==> config.mk <==
export PLATFORM = sky130hd
export DESIGN_NAME = sweep_response_detector_flat
export DESIGN_NICKNAME = d
export VERILOG_FILES = /design/src/rtl/sweep_response_detector_if.sv /design/src/rtl/sweep_response_detector.sv /design/src/flat_wrapper.sv
export SDC_FILE = /design/constraint.sdc
export NUM_CORES = 1
export LEC_CHECK = 0
export BUFFER_PORTS_ARGS = -buffer_cell sky130_fd_sc_hd__buf_2
export CORE_MARGIN = 2
export CORE_UTILIZATION = 58
export DETAILED_ROUTE_END_ITERATION = 10
export GPL_TIMING_DRIVEN = 0
export HOLD_SLACK_MARGIN = 0.03
export PLACE_DENSITY = 0.82
export SKIP_CTS_REPAIR_TIMING = 1
export SYNTH_ARGS = -nofsm -noshare
export SYNTH_HDL_FRONTEND = slang
export SYNTH_SLANG_ARGS = --single-unit
==> constraint.sdc <==
create_clock -name clk -period 3.08 [get_ports clk]
set_clock_uncertainty 0.05 [all_clocks]
set_input_delay 0.616 -clock clk [delete_from_list [all_inputs] [get_ports clk]]
set_output_delay 0.616 -clock clk [all_outputs]
set_load 0.005 [all_outputs]
==> src/rtl/sweep_response_detector_if.sv <==
// sweep_response_detector_if: sample stream, generator step handshake and per-step result bus
interface sweep_response_detector_if #(
  parameter int DW = 12,
  parameter int NLOG2 = 8,
  parameter int SW = 6
);
  logic start;
  logic s_valid;
  logic signed [DW-1:0] s_data;
  logic step_req;
  logic step_ack;
  logic busy;
  logic acc_valid;
  logic [DW+NLOG2-1:0] acc_out;
  logic [SW-1:0] step_idx;
  logic [SW-1:0] peak_idx;
  logic [DW+NLOG2-1:0] peak_val;
  logic done;
  modport master (
    output start, s_valid, s_data, step_ack,
    input step_req, busy, acc_valid, acc_out, step_idx, peak_idx, peak_val, done
  );
  modport slave (
    input start, s_valid, s_data, step_ack,
    output step_req, busy, acc_valid, acc_out, step_idx, peak_idx, peak_val, done
  );
endinterface

==> src/rtl/sweep_response_detector.sv <==
// sweep_response_detector: per-step settle/accumulate of |sample| over a frequency sweep,
// reporting each step's magnitude and tracking the step of peak response.
module sweep_response_detector #(
  parameter int DW = 12,
  parameter int NLOG2 = 8,
  parameter int SETTLE = 16,
  parameter int NSTEP = 64,
  parameter int SW = 6
) (
  input logic clk,
  input logic rst_n,
  sweep_response_detector_if.slave bus
);
  localparam int AW = DW + NLOG2;
  localparam int CW = (NLOG2 > $clog2(SETTLE) ? NLOG2 : $clog2(SETTLE)) + 1;
  typedef enum logic [2:0] {ST_IDLE, ST_SETTLE, ST_ACCUM, ST_REPORT, ST_NEXT, ST_DONE} state_t;
  state_t state;
  logic [CW-1:0] cnt;
  logic [SW-1:0] step;
  logic [AW-1:0] acc, acc_next;
  logic [DW-1:0] neg, mag;
  // negating the most-negative code leaves its sign bit set; that case clamps to full scale
  assign neg = DW'(~bus.s_data) + DW'(1);
  assign mag = !bus.s_data[DW-1] ? DW'(bus.s_data) : neg[DW-1] ? {1'b0, {(DW-1){1'b1}}} : neg;
  assign acc_next = acc + AW'(mag);
  always_ff @(posedge clk or negedge rst_n) begin
    if (!rst_n) begin
      state <= ST_IDLE;
      cnt <= '0;
      step <= '0;
      acc <= '0;
      bus.step_req <= 1'b0;
      bus.busy <= 1'b0;
      bus.acc_valid <= 1'b0;
      bus.acc_out <= '0;
      bus.step_idx <= '0;
      bus.peak_idx <= '0;
      bus.peak_val <= '0;
      bus.done <= 1'b0;
    end else begin
      case (state)
        ST_IDLE: if (bus.start) begin
          bus.peak_idx <= '0;
          bus.peak_val <= '0;
          bus.busy <= 1'b1;
          step <= '0;
          cnt <= '0;
          acc <= '0;
          state <= ST_SETTLE;
        end
        ST_SETTLE: if (bus.s_valid) begin
          cnt <= cnt == CW'(SETTLE - 1) ? '0 : cnt + CW'(1);
          if (cnt == CW'(SETTLE - 1)) state <= ST_ACCUM;
        end
        ST_ACCUM: if (bus.s_valid) begin
          acc <= acc_next;
          cnt <= cnt == CW'((1 << NLOG2) - 1) ? '0 : cnt + CW'(1);
          if (cnt == CW'((1 << NLOG2) - 1)) begin
            bus.acc_out <= acc_next;
            bus.step_idx <= step;
            bus.acc_valid <= 1'b1;
            state <= ST_REPORT;
          end
        end
        ST_REPORT: begin
          bus.acc_valid <= 1'b0;
          // strict compare keeps the earlier step on ties
          if (bus.acc_out > bus.peak_val) begin
            bus.peak_val <= bus.acc_out;
            bus.peak_idx <= step;
          end
          if (step == SW'(NSTEP - 1)) begin
            bus.done <= 1'b1;
            state <= ST_DONE;
          end else begin
            bus.step_req <= 1'b1;
            state <= ST_NEXT;
          end
        end
        ST_NEXT: if (bus.step_ack) begin
          bus.step_req <= 1'b0;
          step <= step + SW'(1);
          acc <= '0;
          state <= ST_SETTLE;
        end
        ST_DONE: begin
          bus.done <= 1'b0;
          bus.busy <= 1'b0;
          state <= ST_IDLE;
        end
        default: state <= ST_IDLE;
      endcase
    end
  end
endmodule
==> src/flat_wrapper.sv <==
// flat-port wrapper written by rule: the top's interface ports become plain ports
module sweep_response_detector_flat 
#(
  parameter int DW = 12,
  parameter int NLOG2 = 8,
  parameter int SETTLE = 16,
  parameter int NSTEP = 64,
  parameter int SW = 6
)
  (clk, rst_n, bus_start, bus_s_valid, bus_s_data, bus_step_ack, bus_step_req, bus_busy, bus_acc_valid, bus_acc_out, bus_step_idx, bus_peak_idx, bus_peak_val, bus_done);
  sweep_response_detector_if #(.DW(DW), .NLOG2(NLOG2), .SW(SW)) bus_i ();
  input logic clk;
  input logic rst_n;
  input wire logic [$bits(bus_i.start)-1:0] bus_start;
  input wire logic [$bits(bus_i.s_valid)-1:0] bus_s_valid;
  input wire logic [$bits(bus_i.s_data)-1:0] bus_s_data;
  input wire logic [$bits(bus_i.step_ack)-1:0] bus_step_ack;
  output wire logic [$bits(bus_i.step_req)-1:0] bus_step_req;
  output wire logic [$bits(bus_i.busy)-1:0] bus_busy;
  output wire logic [$bits(bus_i.acc_valid)-1:0] bus_acc_valid;
  output wire logic [$bits(bus_i.acc_out)-1:0] bus_acc_out;
  output wire logic [$bits(bus_i.step_idx)-1:0] bus_step_idx;
  output wire logic [$bits(bus_i.peak_idx)-1:0] bus_peak_idx;
  output wire logic [$bits(bus_i.peak_val)-1:0] bus_peak_val;
  output wire logic [$bits(bus_i.done)-1:0] bus_done;
  assign bus_i.start = bus_start;
  assign bus_i.s_valid = bus_s_valid;
  assign bus_i.s_data = bus_s_data;
  assign bus_i.step_ack = bus_step_ack;
  assign bus_step_req = bus_i.step_req;
  assign bus_busy = bus_i.busy;
  assign bus_acc_valid = bus_i.acc_valid;
  assign bus_acc_out = bus_i.acc_out;
  assign bus_step_idx = bus_i.step_idx;
  assign bus_peak_idx = bus_i.peak_idx;
  assign bus_peak_val = bus_i.peak_val;
  assign bus_done = bus_i.done;
  sweep_response_detector #(.DW(DW), .NLOG2(NLOG2), .SETTLE(SETTLE), .NSTEP(NSTEP), .SW(SW)) u_core (.clk(clk), .rst_n(rst_n), .bus(bus_i));
endmodule
==> key figures, run 1 <==
Drt
  • Routed WL: 13,500 µm
  • Routed len/inst: 16.5 µm
  • Residual DRC count: 0
  • 1st-iter DRT viols: 340
  • Initial DRT Pass Iterations: 6
  • Vias/cell: 5.88
  • Vias: 4,789
  • Post-DRT Antenna Nets: 0

Layout
  • Finished Layout Cells: 814
  • Nets: 753
  • Syn-to-layout area delta: 22.6%
  • Share of cells above drive strength 1: 0.260
  • N_diodes: 0
  • Post-layout util: 0.729
  • Fill count: 623

Synth
  • Part of the Yosys area used for sequential elements: 0.430
  • Post-synthesis simple-gate area fraction: 0.184
  • Area leader, netlist: dfrtp_1
  • Post-Synthesis Mean Instance Area: 9.14 µm²
  • Post-Synth Adder-Cell Area: 0.0860
  • Post-Syn Area: 5470 µm²
  • Synthesized Nets: 652
  • Post-synthesis mux area share: 0.0597
  • Count leader, synth: dfrtp_1
  • Top-area cell type share of the netlist area: 0.430
  • EDFF count, synth: 0
  • Post-synthesis xor/xnor area fraction: 0.0368
  • Fraction of registers with async set/reset: 1.00
  • Synth area leaders: dfrtp_1 43%, ha_1 8.2%, nand2_1 5.4%, o21ai_0 4.8%, mux2_2 4.3%
  • Ys Warns: 0
  • Distinct cells, synth: 54
  • Ys flop type: dfrtp_1
  • Gate Count Post-Synth: 598
  • Number of synthesized register bits: 94
  • Post-synthesis compound-gate area fraction: 0.154
  • Largest family of logic cells by synthesized area: simple AND/OR/NAND/NOR gates
  • Top cells by count, synth: 94 x dfrtp_1, 79 x nand2_1, 53 x nor2_1, 52 x o21ai_0, 45 x inv_1

Floorplan
  • Die Y: 101 µm
  • Initial core utilization: 0.595
  • Die area: 10,200 µm²
  • Row Count: 35
  • Core Region: 9200 µm²
  • Die Wd: 101 µm
  • Ports: 73

Status
  • Failing checks: negative setup slack
  • Outcome: complete, but fails checks

STA
  • Rel. slew slack: 0.458
  • Final Cycle Share: 1.27
  • Unrepaired setup endpoints after global routing: yes
  • Crit path time final: 3.90 ns
  • Setup TNS: -18.77 ns
  • Max Slew Vio Count: 0
  • Final Hold Viols: 0
  • Final setup viols: 33
  • Slew @ Worst Pin: 0.807 ns
  • Fmax achieved: 257 MHz
  • Setup ws final: -0.817 ns

Clock network
  • Clk slew on worst S/H paths: 0.10 ns
  • CTS Buf Count: 9
  • Max clock buf depth: 2
  • CTS tree: built
  • Clock Sinks: 94
  • Clock Tree Root: clkbuf_8
  • Clk_lat worst skew: 0.37 ns
  • H-Tree Depth: 3

Critical path
  • Critical Path Fanout Max: 8
  • Critical path launch point: bus_s_data[1]
  • Critical path's most frequent cell: or4_4
  • Critical path cell sequence: buf_8 > or4_4 > or4_4 > nor3_4 > nand3_4 > nand2_4 > ha_4 > inv_2 > fa_2 > nor2b_4 > o2111ai_4 > a21oi_4 > o211ai_1 > or3_1 > o21ai_1
  • Critical Path Start Type: input port
  • Data arrival, critical path: 4.14 ns
  • Worst Setup Path Type: in -> reg
  • Setup crit end kind: flip-flop
  • Worst r2r src: u_core.cnt[0]
  • Max stage delay on crit path: 0.52 ns
  • Critical path's slowest cell: or4_4
  • Crit path required time: 3.32 ns

Power
  • Sw frac: 0.290
  • Sequential group share of total power: 0.461
  • NetSw: 0.798 mW
  • Power per standard cell area: 411 nW/µm²
  • Combinational Power Share: 0.173
  • VDD IR-drop max: 0.283 mV
  • Clock power share: 0.365
  • Leak: 3.31 nW
  • Int Pwr: 1.96 mW

Placed design
  • Port Buffers: 72
  • GPL Wtd Cong: 0.894
  • Dpl cells: 782
  • Post-DP HPWL: 9360 µm

GRT
  • First-pass GRT wire length: 21,100 µm
  • Initial antenna violation count: 0
  • Vias in the first global route: 4,405
  • Total grt overflow: 0
  • Gr usage total: 0.255
  • Largest net degree at the start of global routing: 59

Hold path
  • Hold crit path type: in -> async

Flow run
  • Maxcap violations: 0
registers in the layout, summed over array words and instances (netlist names):
| register | flops |
|---|---|
| u_core.bus.done | 1 |
| u_core.bus.peak_val | 20 |
| u_core.bus.acc_out | 20 |
| u_core.bus.busy | 1 |
| u_core.acc | 20 |
| u_core.state | 3 |
| u_core.bus.acc_valid | 1 |
| u_core.bus.peak_idx | 6 |
| u_core.step | 6 |
| u_core.bus.step_idx | 6 |
| u_core.bus.step_req | 1 |
| u_core.cnt | 9 |
per-stage QoR:
stage	power [mW]	worst slack (ns)	instance area [µm²]	hold slack, ns
2_1_floorplan	1.59	-0.629	5540	0.270
3_3_place_gp	1.71	-1.02	6040	0.404
3_5_place_dp	1.73	-1.09	6070	0.408
4_1_cts	2.72	-0.722	6310	0.180
5_1_grt	2.87	-0.956	6700	0.214
6_report	2.76	-0.817	6700	0.155
area by class of cell:
type | instances | area (µm²) | share of cell area
clock inverter | 6 | 118 | 0.0175
multi-input combinational | 437 | 3150 | 0.470
sequential | 94 | 2350 | 0.351
inverter | 45 | 169 | 0.0252
tap | 111 | 139 | 0.0207
buffer | 22 | 115 | 0.0172
clock buffer | 9 | 124 | 0.0185
timing repair buffer | 90 | 539 | 0.0804
layout by cell type, fill, tap and decap left out, drive strengths merged, types with 7 or more instances in the layout:
master	n
nor2	53
inv	47
xor2	12
or3	11
nand4	11
ha	36
a21o	8
nand2b	8
buf	99
xnor2	11
mux2i	9
o21ai	56
o31ai	10
nand3	12
nor2b	7
dfrtp	94
a21oi	26
mux2	21
clkbuf	22
nand2	79
path summary, 6_finish.rpt:
| path | cells past startpoint | slack, ns | end |
|---|---|---|---|
| max in group asynchronous | 2 | 2.15 | u_core.acc[12] |
| min in group clk | 2 | 0.41 | u_core.state[2] |
| max reg2reg | 11 | 0.28 | u_core.cnt[4] |
| min | 1 | 0.15 | u_core.cnt[0] |
| min reg2reg | 2 | 0.43 | u_core.bus.step_idx[2] |
| max | 15 | -0.82 | u_core.acc[16] |
worst max-delay path: cells and delay by family:
kind                     cells  cell delay (ns)
AND/OR/NAND/NOR              7             2.14
AO/OA/AOI/OAI                4             0.74
adder cells (fa/ha/maj)      2             0.51
buffers and inverters        2             0.13
power by group through the flow:
stage | clock network, mW | logic [mW] | registers [mW]
global placement | 0 | 0.419 | 1.29
finish | 1.01 | 0.478 | 1.27
CTS | 1.01 | 0.443 | 1.27
global route | 1.06 | 0.536 | 1.27
floorplan | 0 | 0.300 | 1.29
detailed placement | 0 | 0.439 | 1.30
cell families (layout without fill, tap and decap cells):
kind of cell	after synthesis	after routing
compound gates	137	137
buf+inv	67	172
mux	30	30
flops	94	94
simple gates	210	210
xor+xnor	23	23
fa+ha+maj	37	37
metal layers:
layer	track usage	vias up	wire, µm
li1	-	2285	-
met1	0.352	2337	5990
met2	0.427	147	6700
met3	0.0298	20	544
met4	0.0717	0	233
met5	0	-	0
Power figures use the tool's default switching activity.
==> inputs of run 2 (changes only) <==
--- a/config.mk
+++ b/config.mk
@@ -7,12 +7,15 @@
 export LEC_CHECK = 0
 export BUFFER_PORTS_ARGS = -buffer_cell sky130_fd_sc_hd__buf_2
 export CORE_MARGIN = 2
-export CORE_UTILIZATION = 58
+export CORE_UTILIZATION = 60
+export CTS_BUF_LIST = sky130_fd_sc_hd__clkbuf_4 sky130_fd_sc_hd__clkbuf_8
 export DETAILED_ROUTE_END_ITERATION = 10
 export GPL_TIMING_DRIVEN = 0
 export HOLD_SLACK_MARGIN = 0.03
-export PLACE_DENSITY = 0.82
+export PLACE_DENSITY = 0.85
+export REMOVE_ABC_BUFFERS = 1
 export SKIP_CTS_REPAIR_TIMING = 1
+export SLEW_MARGIN = 20
 export SYNTH_ARGS = -nofsm -noshare
 export SYNTH_HDL_FRONTEND = slang
 export SYNTH_SLANG_ARGS = --single-unit
==> key figures, run 2 (same netlist as run 1, synthesis figures left out) <==
STA
  • Slew @ Worst Pin: 1.06 ns (was 0.807 ns)
  • Final Hold Viols: 0 (unchanged)
  • Setup TNS: -18.59 ns (was -18.77 ns)
  • Final Cycle Share: 1.25 (was 1.27)
  • Max Slew Vio Count: 0 (unchanged)
  • Crit path time final: 3.84 ns (was 3.90 ns)
  • Fmax achieved: 261 MHz (was 257 MHz)
  • Setup ws final: -0.758 ns (was -0.817 ns)
  • Unrepaired setup endpoints after global routing: yes (unchanged)
  • Final setup viols: 34 (was 33)
  • Rel. slew slack: 0.288 (was 0.458)

Clock network
  • Clk slew on worst S/H paths: 0.10 ns (about the same)
  • Clk_lat worst skew: 0.39 ns (was 0.37 ns)
  • CTS Buf Count: 9 (unchanged)
  • Max clock buf depth: 2 (unchanged)
  • H-Tree Depth: 3 (unchanged)
  • CTS tree: built (unchanged)
  • Clock Sinks: 94 (unchanged)
  • Clock Tree Root: clkbuf_8 (unchanged)

Critical path
  • Buffers & Inverters on Critical Path: 2 (unchanged)
  • Worst Setup Path Type: in -> reg (unchanged)
  • Crit path required time: 3.35 ns (was 3.32 ns)
  • Critical Path Fanout Max: 6 (was 8)
  • Crit-path leading delay family: simple AND/OR/NAND/NOR gates (unchanged)
  • Critical Path Start Type: input port (unchanged)
  • Max stage delay on crit path: 0.53 ns (was 0.52 ns)
  • Critical path cell sequence: buf_6 > or4_4 > or4_4 > nor3_4 > nand3_4 > nand2_4 > ha_4 > inv_2 > fa_2 > nor2b_4 > o2111ai_4 > a21oi_4 > o211ai_1 > or3_1 > o21ai_1 (was buf_8 > or4_4 > or4_4 > nor3_4 > nand3_4 > nand2_4 > ha_4 > inv_2 > fa_2 > nor2b_4 > o2111ai_4 > a21oi_4 > o211ai_1 > or3_1 > o21ai_1)
  • Critical path's most frequent cell: or4_4 (unchanged)
  • Setup crit end kind: flip-flop (unchanged)
  • Critical path's slowest cell: or4_4 (unchanged)
  • Data arrival, critical path: 4.11 ns (was 4.14 ns)

Drt
  • Vias: 4,948 (was 4,789)
  • Initial DRT Pass Iterations: 6 (unchanged)
  • Residual DRC count: 0 (unchanged)
  • Routed WL: 14,700 µm (was 13,500 µm)
  • 1st-iter DRT viols: 354 (was 340)
  • Post-DRT Antenna Nets: 0 (unchanged)
  • Routed len/inst: 18.5 µm (was 16.5 µm)
  • Vias/cell: 6.22 (was 5.88)

Floorplan
  • Die Y: 99.5 µm (was 101 µm)
  • Core Region: 8760 µm² (was 9200 µm²)
  • Row Count: 34 (was 35)
  • Initial core utilization: 0.624 (was 0.595)
  • Ports: 73 (unchanged)
  • Die area: 9890 µm² (was 10,200 µm²)
  • Die Wd: 99.5 µm (was 101 µm)

Placed design
  • Post-DP HPWL: 9030 µm (was 9360 µm)
  • Port Buffers: 72 (unchanged)
  • GPL Wtd Cong: 0.932 (was 0.894)

Layout
  • Regs by FF count: u_core.acc (20), u_core.bus.acc_out (20), u_core.bus.peak_val (20) (unchanged)
  • Syn-to-layout area delta: 21.0% (was 22.6%)
  • Share of cells above drive strength 1: 0.268 (was 0.260)
  • N_diodes: 0 (unchanged)
  • Nets: 736 (was 753)
  • Commonest non-fill, non-tap cell in the layout: dfrtp_1 (unchanged)
  • Most frequent cells in the layout: 94 x dfrtp_1, 72 x nand2_1, 70 x buf_2 (was 94 x dfrtp_1, 75 x buf_2, 74 x nand2_1)
  • Post-layout util: 0.755 (was 0.729)

GRT
  • Vias in the first global route: 4,519 (was 4,405)
  • Gr usage total: 0.261 (was 0.255)
  • Initial antenna violation count: 0 (unchanged)
  • First-pass GRT wire length: 20,900 µm (was 21,100 µm)
  • Largest net degree at the start of global routing: 58 (was 59)
  • Total grt overflow: 0 (unchanged)

Flow run
  • Maxcap violations: 0 (unchanged)

Status
  • Failing checks: negative setup slack (unchanged)
  • Outcome: complete, but fails checks (unchanged)

Hold path
  • Hold crit path type: in -> async (unchanged)

Power
  • Power per standard cell area: 394 nW/µm² (was 411 nW/µm²)
  • VDD IR-drop max: 0.314 mV (was 0.283 mV)
  • Leak: 3.23 nW (was 3.31 nW)
==> run 2: area by class of cell <==
cell class,instances,area (µm²)
Fill cell,550,2150
Tap cell,108,135
Sequential cell,94,2350
Multi-Input combinational cell,438,3170
Clock inverter,7,72.6
Inverter,45,169
Clock buffer,9,124
Timing Repair Buffer,94,593
==> run 2: worst register-to-register path: cells and delay by family, from the launching register on <==
| kind | cells | cell delay, ns |
|---|---|---|
| simple gates | 4 | 2.37 |
| compound gates | 1 | 0.21 |
| flops | 1 | 0.50 |
==> run 2: path summary, 6_finish.rpt <==
kind | startpoint | endpoint | slack, ns | cells after the start
worst max-delay path | bus_s_data[1] | u_core.acc[16] | -0.76 | 15
worst min-delay path | rst_n | u_core.state[0] | 0.07 | 1
worst max register to register | u_core.state[0] | u_core.bus.acc_out[10] | -0.16 | 5
worst min register to register | u_core.bus.step_idx[0] | u_core.bus.step_idx[0] | 0.43 | 2
max in group asynchronous | rst_n | u_core.bus.peak_val[8] | 2.31 | 2
min in group clk | bus_step_ack | u_core.state[2] | 0.40 | 2
==> run 2: per-layer routing <==
layer,GRT usage,share of wire,up-vias
met3,0.0337,0.062,51
met2,0.454,0.51,227
met4,0.0906,0.032,0
li1,-,-,2249
met5,0,0,-
met1,0.338,0.40,2421
==> run 2: where the power goes <==
part,switching [mW],leakage [nW],internal [mW]
Sequential,0.0318,1.30,1.26
Clock,0.484,0.0956,0.377
Combinational,0.308,1.84,0.152
Total,0.824,3.23,1.78
==> run 2: stage by stage <==
step                instances  hold WS, ns  power (mW)  setup WS, ns  area, µm²
finish                    795       0.0679        2.61        -0.758       6620
detailed placement        759        0.414        1.71         -1.30       5950
global placement          756        0.405        1.68         -1.20       5870
CTS                       775        0.102        2.52        -0.964       6150
floorplan                 576        0.270        1.56        -0.734       5370
global route              795       0.0924        2.70        -0.814       6620
